`src/rtl/ahb_imem_responder.sv`:
```
// AHB3-Lite instruction-memory slave that serves fetches from a side-loaded program buffer.
// One-cycle read latency; wait states and error responses are driven through HREADYOUT/HRESP.
module ahb_imem_responder #(
  parameter int                    HADDR_SIZE  = 32,
  parameter int                    HDATA_SIZE  = 32,
  parameter int                    DEPTH       = 64,
  parameter logic [HADDR_SIZE-1:0] BASE_ADDR   = 'h200,
  parameter int                    WAIT_STATES = 0,
  parameter logic [HDATA_SIZE-1:0] NOP_INSN    = 'h13,
  localparam int                   IDXW        = $clog2(DEPTH)
) (
  input  logic                  HCLK,
  input  logic                  HRESET,
  input  logic                  HSEL,
  input  logic [HADDR_SIZE-1:0] HADDR,
  input  logic                  HWRITE,
  input  logic [2:0]            HSIZE,
  input  logic [2:0]            HBURST,
  input  logic [3:0]            HPROT,
  input  logic [1:0]            HTRANS,
  input  logic                  HMASTLOCK,
  input  logic [HDATA_SIZE-1:0] HWDATA,
  input  logic                  HREADY,
  output logic [HDATA_SIZE-1:0] HRDATA,
  output logic                  HREADYOUT,
  output logic                  HRESP,
  input  logic [3:0]            extra_wait_i,
  input  logic                  prog_we_i,
  input  logic [IDXW-1:0]       prog_idx_i,
  input  logic [31:0]           prog_data_i,
  output logic [15:0]           fetch_cnt_o
);

  localparam logic [HADDR_SIZE-1:0] END_ADDR = BASE_ADDR + HADDR_SIZE'(4 * DEPTH);

  typedef enum logic [2:0] {S_IDLE, S_WAIT, S_DATA, S_ERR1, S_ERR2} state_t;

  state_t                state_q;
  logic [HDATA_SIZE-1:0] mem_q [DEPTH];
  logic [HDATA_SIZE-1:0] hrdata_q;
  logic                  hreadyout_q;
  logic                  hresp_q;
  logic [15:0]           fetch_cnt_q;
  logic [IDXW-1:0]       idx_q;
  logic [4:0]            wcnt_q;

  logic                  accept;
  logic                  acc_err;
  logic [HADDR_SIZE-1:0] offset;
  logic [IDXW-1:0]       acc_idx;
  logic [4:0]            acc_wait;
  logic                  unused_inputs;

  assign accept   = HSEL & HREADY & HTRANS[1];
  assign acc_err  = HWRITE | (HSIZE != 3'b010) | (HADDR[1:0] != 2'b00) |
                    (HADDR < BASE_ADDR) | (HADDR >= END_ADDR);
  assign offset   = HADDR - BASE_ADDR;
  // Out-of-range addresses never reach DATA, so truncating the offset is safe.
  assign acc_idx  = offset[IDXW+1:2];
  assign acc_wait = 5'(WAIT_STATES) + {1'b0, extra_wait_i};

  assign unused_inputs = ^{HBURST, HPROT, HMASTLOCK, HWDATA, HTRANS[0],
                           offset[HADDR_SIZE-1:IDXW+2], offset[1:0]};

  always_ff @(posedge HCLK) begin
    if (HRESET) begin
      for (int i = 0; i < DEPTH; i++) mem_q[i] <= NOP_INSN;
    end else if (prog_we_i) begin
      mem_q[prog_idx_i] <= prog_data_i;
    end
  end

  always_ff @(posedge HCLK) begin
    if (HRESET) begin
      state_q     <= S_IDLE;
      hreadyout_q <= 1'b1;
      hresp_q     <= 1'b0;
      hrdata_q    <= '0;
      fetch_cnt_q <= '0;
      idx_q       <= '0;
      wcnt_q      <= '0;
    end else begin
      if (state_q == S_DATA && fetch_cnt_q != 16'hFFFF) fetch_cnt_q <= fetch_cnt_q + 16'd1;
      case (state_q)
        S_WAIT: begin
          wcnt_q <= wcnt_q - 5'd1;
          if (wcnt_q == 5'd1) begin
            state_q     <= S_DATA;
            hreadyout_q <= 1'b1;
            hrdata_q    <= mem_q[idx_q];
          end
        end
        S_ERR1: begin
          state_q     <= S_ERR2;
          hreadyout_q <= 1'b1;
          hresp_q     <= 1'b1;
        end
        default: begin
          // IDLE, DATA and ERR2 all complete a beat, so a pipelined accept is taken here.
          if (accept) begin
            idx_q  <= acc_idx;
            wcnt_q <= acc_wait;
            if (acc_err) begin
              state_q     <= S_ERR1;
              hreadyout_q <= 1'b0;
              hresp_q     <= 1'b1;
            end else if (acc_wait == 5'd0) begin
              state_q     <= S_DATA;
              hreadyout_q <= 1'b1;
              hresp_q     <= 1'b0;
              hrdata_q    <= mem_q[acc_idx];
            end else begin
              state_q     <= S_WAIT;
              hreadyout_q <= 1'b0;
              hresp_q     <= 1'b0;
            end
          end else begin
            state_q     <= S_IDLE;
            hreadyout_q <= 1'b1;
            hresp_q     <= 1'b0;
          end
        end
      endcase
    end
  end

  assign HRDATA      = hrdata_q;
  assign HREADYOUT   = hreadyout_q;
  assign HRESP       = hresp_q;
  assign fetch_cnt_o = fetch_cnt_q;

endmodule

```
`config.mk`:
```
export PLATFORM = sky130hd
export DESIGN_NAME = ahb_imem_responder
export DESIGN_NICKNAME = d
export VERILOG_FILES = /design/src/rtl/ahb_imem_responder.sv
export SDC_FILE = /design/constraint.sdc
export NUM_CORES = 2
export LEC_CHECK = 0
export BUFFER_PORTS_ARGS = -buffer_cell sky130_fd_sc_hd__buf_2
export CAP_MARGIN = 0
export CORE_ASPECT_RATIO = 0.8
export CORE_MARGIN = 4
export CORE_UTILIZATION = 40
export CTS_CLUSTER_SIZE = 24
export DETAILED_ROUTE_END_ITERATION = 10
export GPL_TIMING_DRIVEN = 0
export SLEW_MARGIN = 20
export SYNTH_ARGS = -nofsm -noshare
export SYNTH_HDL_FRONTEND = slang
export SYNTH_SLANG_ARGS = --single-unit
```
`constraint.sdc`:
```
create_clock -name HCLK -period 7.4 [get_ports HCLK]
set_input_delay 0.74 -clock HCLK [delete_from_list [all_inputs] [get_ports HCLK]]
set_output_delay 0.74 -clock HCLK [all_outputs]
set_load 0.05 [all_outputs]
```
After elaboration in Yosys (flattened, before gate mapping)
Memory sizes are Yosys's and may differ from the RTL's. A register that Yosys moved wholly into a read port is not among the register bits.
Cells that the tools add are included.
{"block": "op_classes", "addsub": 3, "order_cmp": 2, "n_eq_ne": 8, "muxes": 30, "bitwise": 8, "n_reduce_logical": 10}
{"operator": "$mux 32", "count": 5}
{"operator": "$pmux 32 s2", "count": 1}
{"operator": "$ge 32x10->1 const B", "count": 1}
{"operator": "$lt 32x10->1 const B", "count": 1}
{"operator": "$reduce_or 32->1", "count": 1}
{"operator": "$mux 6", "count": 3}
{"operator": "$add 16x1->16 const B", "count": 1}
{"operator": "$ne 16x16->1 const B", "count": 1}
{"operator": "$mux 1", "count": 12}
{"operator": "$pmux 5 s2", "count": 1}
{"operator": "$sub 8x1->8 const B", "count": 1}
{"operator": "$eq 3x2->1 const B", "count": 2}
{"operator": "$mux 3", "count": 2}
{"operator": "$pmux 3 s2", "count": 1}
{"operator": "$reduce_bool 2->1", "count": 3}
{"operator": "$eq 5x1->1 const B", "count": 1}
{"operator": "$logic_not 5->1", "count": 1}
{"operator": "$mux 5", "count": 1}
{"operator": "$reduce_and 5->1", "count": 1}
{"operator": "$sub 5x1->5 const B", "count": 1}
{"operator": "$mux 2", "count": 2}
{"operator": "$or 1x1->1", "count": 4}
{"operator": "$pmux 1 s2", "count": 2}
{"operator": "$reduce_and 2->1", "count": 2}
{"operator": "other kinds (8)", "count": 10}
{"block": "totals", "regBits": 64, "ramBits": 2048, "output_inout_bits": 50, "word_cells": 69, "n_memories": 1}
{"name": "mem_q", "depth": 64, "width": 32, "rd": 2, "rd_ports_with_merged_regs": 1, "wr": 64, "line_no": "39", "source": "logic [HDATA_SIZE-1:0] mem_q [DEPTH];"}

Depth between registers and ports, before layout
{"block": "depth", "word_depth": 8, "ltp_mapped": 12, "depth_no_buf": 8}

Least setup slack after synthesis
No wires, ideal clock.
{"block": "synth_path", "path_type": "input port to flip-flop", "start": "input port prog_idx_i[1]", "end": "memory mem_q[28][0] (enable)", "arrival_time_ns": 4.265, "setup_slack_ns": 2.669, "cell_stages": 5, "n_path_buf": 2, "path_cell_list": "or3b_2 > or3b_1 > clkbuf_1 > clkbuf_1 > o21ai_0"}
{"item": "start: declaration", "line_no": "29", "source": "input logic [IDXW-1:0] prog_idx_i,"}
{"item": "end: declaration", "line_no": "39"}

==> flow_metrics.tcl <==
set metrics [dict create \
    drc 0 \
    port_buffers 99 \
    synth_seq_cells 2118 \
    finalSetupViolations 0 \
    synth_top_family_by_area "multiplexers" \
    synthSimpleGateAreaFrac_pct 13.7 \
    die_area_um2 288000 \
    gp_congestion 1.09 \
    synthCells 7619 \
    avgSynthCellArea_um2 14.7 \
    cts_buffers 236 \
    coreArea_um2 278000 \
    fill_cells 24400 \
    cp-end-kind "flip-flop" \
    ctsResizeCount 0 \
    cts_max_level 4 \
    cts_max_path_buffers 4 \
    cts_sinks 2118 \
    yosys.area.top_type "edfxtp_1" \
    grt_max_degree 33 \
    finClkSkew_ns 0.0547 \
    worstPathMaxFanout 11 \
    overflow 0 \
    synth_adder_area_share_pct 0.0336 \
    reg2regPathDepth 11 \
    p_total_mw 30.3 \
    rows 173 \
    synth-xor-area-share_pct 0.0861 \
    max_freq_mhz 156 \
    synthMuxAreaShare_pct 21.7 \
    io_pins 175 \
    drtPass1Iterations 7 \
    die_h_um 481 \
    yosys-top-cells-count "2048 x edfxtp_1, 1862 x and2_1, 910 x mux4_2" \
    vias 86800 \
    worst_slew_pin_slew_ns 1.39 \
    antenna_left 0 \
    vias_per_cell 7.11 \
    drt_iter0_drc 18600 \
    ir_worst_vdd_v 0.000229 \
    hold_class "primary input to flip-flop" \
    area_delta_synth_final_pct 16.6 \
    antenna_found_initial 171 \
    ys_types 64 \
    ys.flop_type "edfxtp_1" \
    clk_pin_slew_ns 0.06 \
    drv_slew 0 \
    cp_common_cell "buf_2" \
    powerDensity_nw_per_um2 232 \
    min_delay_path_depth 3 \
    critPathKind "flip-flop to flip-flop" \
    die_w_um 599 \
    gr-usage-all-layers_pct 45.9 \
    dpl.cell_count 11600 \
    crit_path_cell_trace "buf_4 > buf_6 > nand2_2 > buf_2 > clkbuf_1 > buf_2 > o221ai_1 > a21oi_1 > nor3_1 > o211ai_1 > nor4_2" \
    insertion_delay_ns 0.97 \
    async_flop_share_pct 0 \
    yosysWarnings 0 \
    setup_slack_ns 0.980 \
    fin_crit_ns 6.42 \
    hold_start "extra_wait_i[2]" \
    cp.required_ns 8.18 \
    grt_pass1_wl_um 837000 \
    hold_violations 0 \
    synth_area_leaders "edfxtp_1 55%, mux4_2 18%, and2_1 10%" \
    cts_tree "yes" \
    synth_compound_area_share_pct 4.68 \
    drv_cap 0 \
    grt_pass1_vias 76300 \
    max_stage_delay_ns 1.11 \
    synth-edff-count 2048 \
    startpoint_type "flip-flop" \
    totalWireLength_um 676000 \
    dp_hpwl_um 533000 \
    clockRootBuffer "clkbuf_16" \
    relSlewSlack_pct 6.33 \
    syn-cell-area_um2 112000 \
    post-place-ws_ns 0.871 \
    drive_gt1_share_pct 23.6 \
    yosysMostFrequentCell "edfxtp_1" \
    worstPathArrival_ns 7.20 \
    fin_cells 12200 \
    rsz0062_at_grt "false" \
    start_util_pct 40.2 \
    synth.top_cell.area_share_pct 55.0 \
    r2r_slack_ns 0.98 \
    ctsHoldBuffers 0 \
    timing.final.crit_share_pct 86.8 \
    seq_area_frac_synth_pct 56.2 \
    fin_nets 8277 \
    outcome "finished, final reports clean" \
    crit_slowest_cell "o221ai_1" \
    leakage_nw 42.8 \
    cts_setup_buffers 0 \
    syn_nets 7747 \
    wl_per_cell_um 55.4 \
]
## critical path: cells and delay by family, from the launching register on
| kind | cells | cell delay [ns] |
|---|---|---|
| AND/OR/NAND/NOR | 3 | 1.34 |
| flip-flops | 1 | 0.91 |
| AO/OA/AOI/OAI | 3 | 1.55 |
| buffers and inverters | 5 | 2.29 |
## cell type report
class                      instances  area (um2)  share of cell area, %
multi-input combinational       4613       46000                   35.2
tap                             3675        4600                   3.53
timing repair buffer             292        5020                   3.85
antenna                          205         513                  0.393
sequential                      2118       62900                   48.2
buffer                           876        4090                   3.13
clock buffer                     293        6140                   4.71
inverter                          12        45.0                 0.0345
clock inverter                   121        1120                  0.859
## flip-flops by register name, summed over array words and instances, names as in the netlist, named ones only
| name | cells |
|---|---|
| fetch_cnt_o | 16 |
| wcnt_q | 5 |
| state_q | 3 |
| idx_q | 6 |
| HRDATA | 32 |
| HRESP | 1 |
| mem_q | 2048 |
| HREADYOUT | 1 |
## placed cells by master (no fill, tap or decap), drive strengths merged, types with 7 or more instances in the layout
master and instances:
a21oi 108, a22oi 168, a31oi 16, and2 1862
and3 9, buf 533, bufinv 18, clkbuf 928
clkinv 93, clkinvlp 7, dfxtp 70, diode 205
edfxtp 2048, inv 15, mux2 10, mux2i 368
mux4 910, nand2 105, nand2b 19, nand3 106
nor2 91, nor2b 32, nor3 36, nor4 38
o211ai 38, o21ai 132, o221ai 175, o22ai 105
or3 189, or4 21, xnor2 8
## routing by layer
layer  vias to the layer above  GRT usage, %  share of wire [%]
met5                         -          1.11               0.28
met4                        56          23.8                6.2
met3                      1256          31.9                 20
met2                      8763          55.1                 36
met1                     45800          60.3                 37
li1                      30900             -                  -
## final timing paths
| path | end |
|---|---|
| setup / recovery | HRDATA[4]$_SDFFE_PP0P_ |
| hold / removal | wcnt_q[2]$_SDFFE_PP0P_ |
| setup reg to reg | HRDATA[4]$_SDFFE_PP0P_ |
| hold reg to reg | idx_q[5]$_SDFFE_PP0P_ |
## kinds of logic (layout without fill, tap and decap cells)
kind of cell / after synthesis / after routing
xor+xnor: 11 / 11
buf+inv: 888 / 1594
other cells: 0 / 205
simple gates: 2547 / 2547
flops: 2118 / 2118
compound gates: 764 / 764
fa+ha+maj: 3 / 3
mux: 1288 / 1288
## power breakdown
part           internal, mW  switching (mW)
clock network          6.47            5.36
registers              13.7           0.357
logic                  1.31            3.03
## stage by stage
step	setup TNS, ns	utilization, %	cell area (um2)	hold slack (ns)
after CTS	0	46.7	130000	0.102
after global placement	-4279.02	42.1	117000	0.447
after global routing	0	46.8	130000	0.149
after floorplan	0	-	112000	0.436
final	0	46.9	130000	0.128
after detailed placement	0	44.0	122000	0.453
(Power assumes the default switching activity.)
